File: config.mk
export PLATFORM = sky130hd
export DESIGN_NAME = control_sequencer
export DESIGN_NICKNAME = d
export VERILOG_FILES = /design/src/rtl/control_sequencer.sv
export SDC_FILE = /design/constraint.sdc
export NUM_CORES = 1
export LEC_CHECK = 0
export CORE_MARGIN = 2
export CORE_UTILIZATION = 30
export CTS_CLUSTER_SIZE = 14
export DETAILED_ROUTE_END_ITERATION = 8
export PLACE_DENSITY = 0.8
export SLEW_MARGIN = 10
export SYNTH_ARGS = -nofsm -noshare
export SYNTH_HDL_FRONTEND = slang
export SYNTH_SLANG_ARGS = --single-unit
File: constraint.sdc
create_clock -name Clock -period 4.7 [get_ports Clock]
set_clock_uncertainty 0.1 [all_clocks]
set_input_delay 1.175 -clock Clock [delete_from_list [all_inputs] [get_ports Clock]]
set_output_delay 1.175 -clock Clock [all_outputs]
set_load 0.05 [all_outputs]
File: src/rtl/control_sequencer.sv
// rtl/control_sequencer.sv - hardwired Moore control sequencer for Datapath_P2
//
// Purpose:
//   Steps the datapath through instruction fetch (T0-T2) and then executes
//   ld, st, addi, br, jr, nop and halt, advancing one control step per rising
//   edge of Clock. Control strobes are decoded combinationally from the
//   current step and IR[31:27]. The datapath captures them on the edge that
//   ends the step.
//
// Optional feature (macro CU_STOP_EN):
//   Adds input Stop. If Stop=1 on the final step of an instruction, the FSM
//   goes to S_HALT instead of T0. Stop has no effect on any other step.
//
// Ports:
//   Clock                      in   system clock, rising edge
//   Clear                      in   synchronous active-high reset to S_RST
//   IR[31:0]                   in   instruction register (only [31:27] decoded)
//   CON                        in   branch condition flip-flop
//   Stop                       in   (CU_STOP_EN only) halt at end of instruction
//   PCout,Zhighout,Zlowout,
//   MDRout,MARin,Zin,PCin,
//   MDRin,IRin,Yin             out  bus driver / register load strobes
//   IncPC,Read,Write,Gra,Grb,
//   Grc,Rin,Rout,BAout,Cout,
//   CONIn,ADD                  out  datapath control / ALU select
//   Run                        out  1 in T0..T7, 0 in S_RST and S_HALT

module control_sequencer (
  input  logic        Clock,
  input  logic        Clear,
  input  logic [31:0] IR,
  input  logic        CON,
`ifdef CU_STOP_EN
  input  logic        Stop,
`endif
  output logic        PCout,
  output logic        Zhighout,
  output logic        Zlowout,
  output logic        MDRout,
  output logic        MARin,
  output logic        Zin,
  output logic        PCin,
  output logic        MDRin,
  output logic        IRin,
  output logic        Yin,
  output logic        IncPC,
  output logic        Read,
  output logic        Write,
  output logic        Gra,
  output logic        Grb,
  output logic        Grc,
  output logic        Rin,
  output logic        Rout,
  output logic        BAout,
  output logic        Cout,
  output logic        CONIn,
  output logic        ADD,
  output logic        Run
);

  localparam logic [4:0] OP_LD   = 5'b00000;
  localparam logic [4:0] OP_ST   = 5'b00001;
  localparam logic [4:0] OP_ADDI = 5'b01100;
  localparam logic [4:0] OP_BR   = 5'b10010;
  localparam logic [4:0] OP_JR   = 5'b10100;
  localparam logic [4:0] OP_NOP  = 5'b11010;
  localparam logic [4:0] OP_HALT = 5'b11011;

  typedef enum logic [3:0] {
    S_RST  = 4'd0,
    T0     = 4'd1,
    T1     = 4'd2,
    T2     = 4'd3,
    T3     = 4'd4,
    T4     = 4'd5,
    T5     = 4'd6,
    T6     = 4'd7,
    T7     = 4'd8,
    S_HALT = 4'd9
  } state_t;

  state_t state;
  state_t state_nominal;
  state_t state_next;

  logic [4:0] opcode;
  logic       is_ld, is_st, is_addi, is_br, is_jr, is_halt;
  logic       unused_ir;

  assign opcode    = IR[31:27];
  assign unused_ir = ^IR[26:0];

  // Opcode classes. nop and every undefined opcode fall through as "none of
  // these", which the sequencing below treats as a one-step no-op.
  assign is_ld   = (opcode == OP_LD);
  assign is_st   = (opcode == OP_ST);
  assign is_addi = (opcode == OP_ADDI);
  assign is_br   = (opcode == OP_BR);
  assign is_jr   = (opcode == OP_JR);
  assign is_halt = (opcode == OP_HALT);

  // Nominal step sequencing, before the optional Stop override.
  always_comb begin
    state_nominal = S_RST;
    case (state)
      S_RST:  state_nominal = T0;
      T0:     state_nominal = T1;
      T1:     state_nominal = T2;
      T2:     state_nominal = T3;
      T3: begin
        if (is_ld || is_st || is_addi || is_br)
          state_nominal = T4;
        else if (is_halt)
          state_nominal = S_HALT;
        else
          state_nominal = T0;        // jr, nop, undefined
      end
      T4:     state_nominal = T5;
      T5:     state_nominal = is_addi ? T0 : T6;
      T6:     state_nominal = (is_ld || is_st) ? T7 : T0;
      T7:     state_nominal = T0;
      S_HALT: state_nominal = S_HALT;
      default: state_nominal = S_RST;  // unreachable encodings recover via reset state
    endcase
  end

  // Stop only matters on an instruction's last step, which is any transition
  // into T0 except the S_RST -> T0 startup.
  always_comb begin
    state_next = state_nominal;
`ifdef CU_STOP_EN
    if (Stop && (state_nominal == T0) && (state != S_RST))
      state_next = S_HALT;
`endif
  end

  always_ff @(posedge Clock) begin
    if (Clear)
      state <= S_RST;
    else
      state <= state_next;
  end

  // Moore control decode. Every strobe defaults low. Zhighout and Grc are
  // never used by this instruction set and stay low.
  always_comb begin
    PCout    = 1'b0;
    Zhighout = 1'b0;
    Zlowout  = 1'b0;
    MDRout   = 1'b0;
    MARin    = 1'b0;
    Zin      = 1'b0;
    PCin     = 1'b0;
    MDRin    = 1'b0;
    IRin     = 1'b0;
    Yin      = 1'b0;
    IncPC    = 1'b0;
    Read     = 1'b0;
    Write    = 1'b0;
    Gra      = 1'b0;
    Grb      = 1'b0;
    Grc      = 1'b0;
    Rin      = 1'b0;
    Rout     = 1'b0;
    BAout    = 1'b0;
    Cout     = 1'b0;
    CONIn    = 1'b0;
    ADD      = 1'b0;
    Run      = 1'b0;

    case (state)
      T0: begin
        Run   = 1'b1;
        PCout = 1'b1;
        MARin = 1'b1;
        IncPC = 1'b1;
        Zin   = 1'b1;
      end
      T1: begin
        Run     = 1'b1;
        Zlowout = 1'b1;
        PCin    = 1'b1;
        Read    = 1'b1;
        MDRin   = 1'b1;
      end
      T2: begin
        Run    = 1'b1;
        MDRout = 1'b1;
        IRin   = 1'b1;
      end
      T3: begin
        Run = 1'b1;
        if (is_ld || is_st) begin
          Grb   = 1'b1;
          BAout = 1'b1;
          Yin   = 1'b1;
        end else if (is_addi) begin
          Grb  = 1'b1;
          Rout = 1'b1;
          Yin  = 1'b1;
        end else if (is_br) begin
          Gra   = 1'b1;
          Rout  = 1'b1;
          CONIn = 1'b1;
        end else if (is_jr) begin
          Gra  = 1'b1;
          Rout = 1'b1;
          PCin = 1'b1;
        end
        // halt, nop and undefined opcodes: no strobes in T3
      end
      T4: begin
        Run = 1'b1;
        if (is_br) begin
          PCout = 1'b1;
          Yin   = 1'b1;
        end else if (is_ld || is_st || is_addi) begin
          Cout = 1'b1;
          ADD  = 1'b1;
          Zin  = 1'b1;
        end
      end
      T5: begin
        Run = 1'b1;
        if (is_br) begin
          Cout = 1'b1;
          ADD  = 1'b1;
          Zin  = 1'b1;
        end else if (is_ld || is_st) begin
          Zlowout = 1'b1;
          MARin   = 1'b1;
        end else if (is_addi) begin
          Zlowout = 1'b1;
          Gra     = 1'b1;
          Rin     = 1'b1;
        end
      end
      T6: begin
        Run = 1'b1;
        if (is_br) begin
          // Z holds PC+offset; loading it into PC is gated by the branch
          // condition. Not taken leaves the fetch-incremented PC in place.
          Zlowout = 1'b1;
          PCin    = CON;
        end else if (is_ld) begin
          Read  = 1'b1;
          MDRin = 1'b1;
        end else if (is_st) begin
          // MDR loads from the bus (Read low) so Ra's value is stored.
          Gra   = 1'b1;
          Rout  = 1'b1;
          MDRin = 1'b1;
        end
      end
      T7: begin
        Run = 1'b1;
        if (is_ld) begin
          MDRout = 1'b1;
          Gra    = 1'b1;
          Rin    = 1'b1;
        end else if (is_st) begin
          Write = 1'b1;
        end
      end
      default: begin
        // S_RST, S_HALT and unreachable codes: everything low, Run low.
      end
    endcase
  end

endmodule

==> impl_metrics.toml <==
[floorplanning]
placeableCoreArea_mm2 = 0.00200
row_count = 16
die_w_um = 50.4
start_util_pct = 32.2
die_area_mm2 = 0.00254
design.portCount = 58
die-height_um = 50.4

[pwr]
p_sw_share_pct = 42.3
pwr-share-comb_pct = 52.6
p_int_mw = 0.102
p_seq_share_pct = 23.7
vdd_drop_max_mv = 0.127
leakage_nw = 0.430
clock_power_share_pct = 23.7
total_power_mw = 0.178
power_density_mw_per_mm2 = 164
p_sw_mw = 0.0751

[run]
maxCapViolations = 0

[timing]
rsz0062_at_grt = "false"
hold_slack_ns = 0.570
slew_headroom_pct = 65.0
slew_viol_final = 0
fmax_mhz = 223
tns_ns = 0
hold_viol = 0
period_needed_ns = 4.48
worstMarginPinSlew_ns = 0.525
post-route-period-util_pct = 95.3
setup_viol = 0

[setup_path]
endpoint_kind = "output port"
critPathBufInv = 2
critical_path.cell_chain = "clkdlybuf4s50_1, or4_4, or3_1, a21oi_2, a311o_2, buf_12"
critical-path-slowest-cell = "clkdlybuf4s50_1"
critPathKind = "input pin to output port"
startpoint_type = "input pin"
path_delay_family = "simple AND/OR/NAND/NOR gates"
required_ns = 3.42
max_stage_delay_ns = 0.54
crit_arrival_ns = 3.20
rrSetupSlack_ns = 3.00
cp_max_fo = 8

[route]
dr.pass1.iters = 4
drtAntennaViolNets = 0
drt_iter0_markers = 27
vias = 834
viasPerCell = 5.52
wl_per_cell_um = 13.0
wirelength_mm = 1.96
drc = 0

[global_routing]
grt_overflow_total = 0
grtUsageMet1_pct = 21.3
antenna_found_initial = 0
busiest_layer = "met2"
grt_use_total_pct = 16.6
first_global_vias = 718
grt_pass1_wl_mm = 3.26
grt_max_degree = 18
met3_usage_pct = 3.57
use_met2_pct = 28.7

[clocking]
cts_buffers = 3
cts_resized = 0
hold_buffers = 0
post-cts-setup-buffers = 0
cts_root_buffer = "clkbuf_4"
cts_buffer_depth = 2
clk_pin_slew_ns = 0.04
clk_latency_ns = 0.23
cts_num_sinks = 4
cts-htree-levels = 1
cts_tree = "yes"

[synth]
synth.distinct_cells = 43
synth.avg_cell_area_um2 = 6.73
synth-edff-count = 0
yosysWarnings = 0
synth_area_um2 = 646
async_reset_ff_share_pct = 0
synth_flop_cell = "dfxtp_1"
ys_ff_latch = 4
seq_area_frac_synth_pct = 12.4
syn_inst = 96

[run_status]
outcome = "finished clean"

[place]
io_buffers = 28
gp_congestion = 0.938
hpwl_mm = 1.63

[finish]
area_growth_pct = 68.0
final_cell_mix = "buf_12, nor2_1, clkdlybuf4s50_1, buf_4, nand2_1"
diodes = 0
layout-drive-gt1-share_pct = 28.2
largest_register = "state"
top_regs = "state (4)"
largest_register_ffs = 4
final_common_cell = "buf_12"
fin_nets = 161

[hold_path]
min_path_type = "flop to flop"
==> power by group through the flow <==
| stage | clock, mW | sequential (mW) | combinational [mW] |
|---|---|---|---|
| 6_report | 0.0421 | 0.0421 | 0.0934 |
| 3_5_place_dp | 0 | 0.0424 | 0.0932 |
| 4_1_cts | 0.0442 | 0.0419 | 0.0934 |
| 2_1_floorplan | 0 | 0.0380 | 0.0622 |
| 5_1_grt | 0.0478 | 0.0429 | 0.0979 |
| 3_3_place_gp | 0 | 0.0425 | 0.0918 |
==> through the flow <==
stage / instance area (um^2) / utilization (%) / setup WS (ns) / std cells
after floorplan: 657 / - / 0.0554 / 97
after global placement: 1060 / 53.1 / 0.291 / 148
after detailed placement: 1060 / 53.1 / 0.245 / 148
after CTS: 1080 / 54.2 / 0.233 / 151
after global routing: 1080 / 54.2 / 0.136 / 151
final: 1080 / 54.2 / 0.223 / 151
==> cell usage after synthesis (2+ instances only) <==
library cell,number,area share (%)
a211oi_1,2,2.3
a21o_1,3,3.5
a21oi_1,3,2.3
a31o_2,2,2.7
and3b_1,2,2.7
buf_4,3,3.5
clkbuf_1,5,2.9
dfxtp_1,4,12
inv_1,3,1.7
nand2_1,8,4.7
nand2b_1,2,1.9
nand3_1,4,3.1
nand4_1,2,1.9
nor2_1,11,6.4
nor2b_1,4,3.9
nor3_1,5,3.9
nor4_1,2,1.9
o21a_1,3,3.5
o21ai_0,2,1.6
or3_1,2,1.9
xor2_1,2,2.7
==> final timing paths <==
check	start	endpoint	depth (start not counted)
worst min register to register	state[3]	state[1]	1
worst min-delay path	state[3]	state[1]	1
worst max register to register	state[2]	state[3]	4
worst max-delay path	IR[29]	Gra	6
==> layout make-up <==
class / instances / area (um^2)
clock buffer: 3 / 22.5
fill: 188 / 917
inverter: 3 / 11.3
multi-input combinational: 80 / 504
sequential: 4 / 80.1
tap: 27 / 33.8
timing repair buffer: 34 / 433
==> per-layer routing <==
layer  part of all wire [%]  wire length [um]
met1                     40               779
met5                      0                 0
met4                      0                 0
met3                    9.0               176
met2                     51              1010
==> cells by family after synthesis <==
logic type | Yosys count | synth area share, %
XOR/XNOR | 3 | 4.07
buffers and inverters | 13 | 11.2
flip-flops | 4 | 12.4
multiplexers | 1 | 1.55
other | 1 | 0.581
AO/OA/AOI/OAI | 24 | 27.9
AND/OR/NAND/NOR | 50 | 42.2
Note: power is estimated with default switching activity, not from simulation.
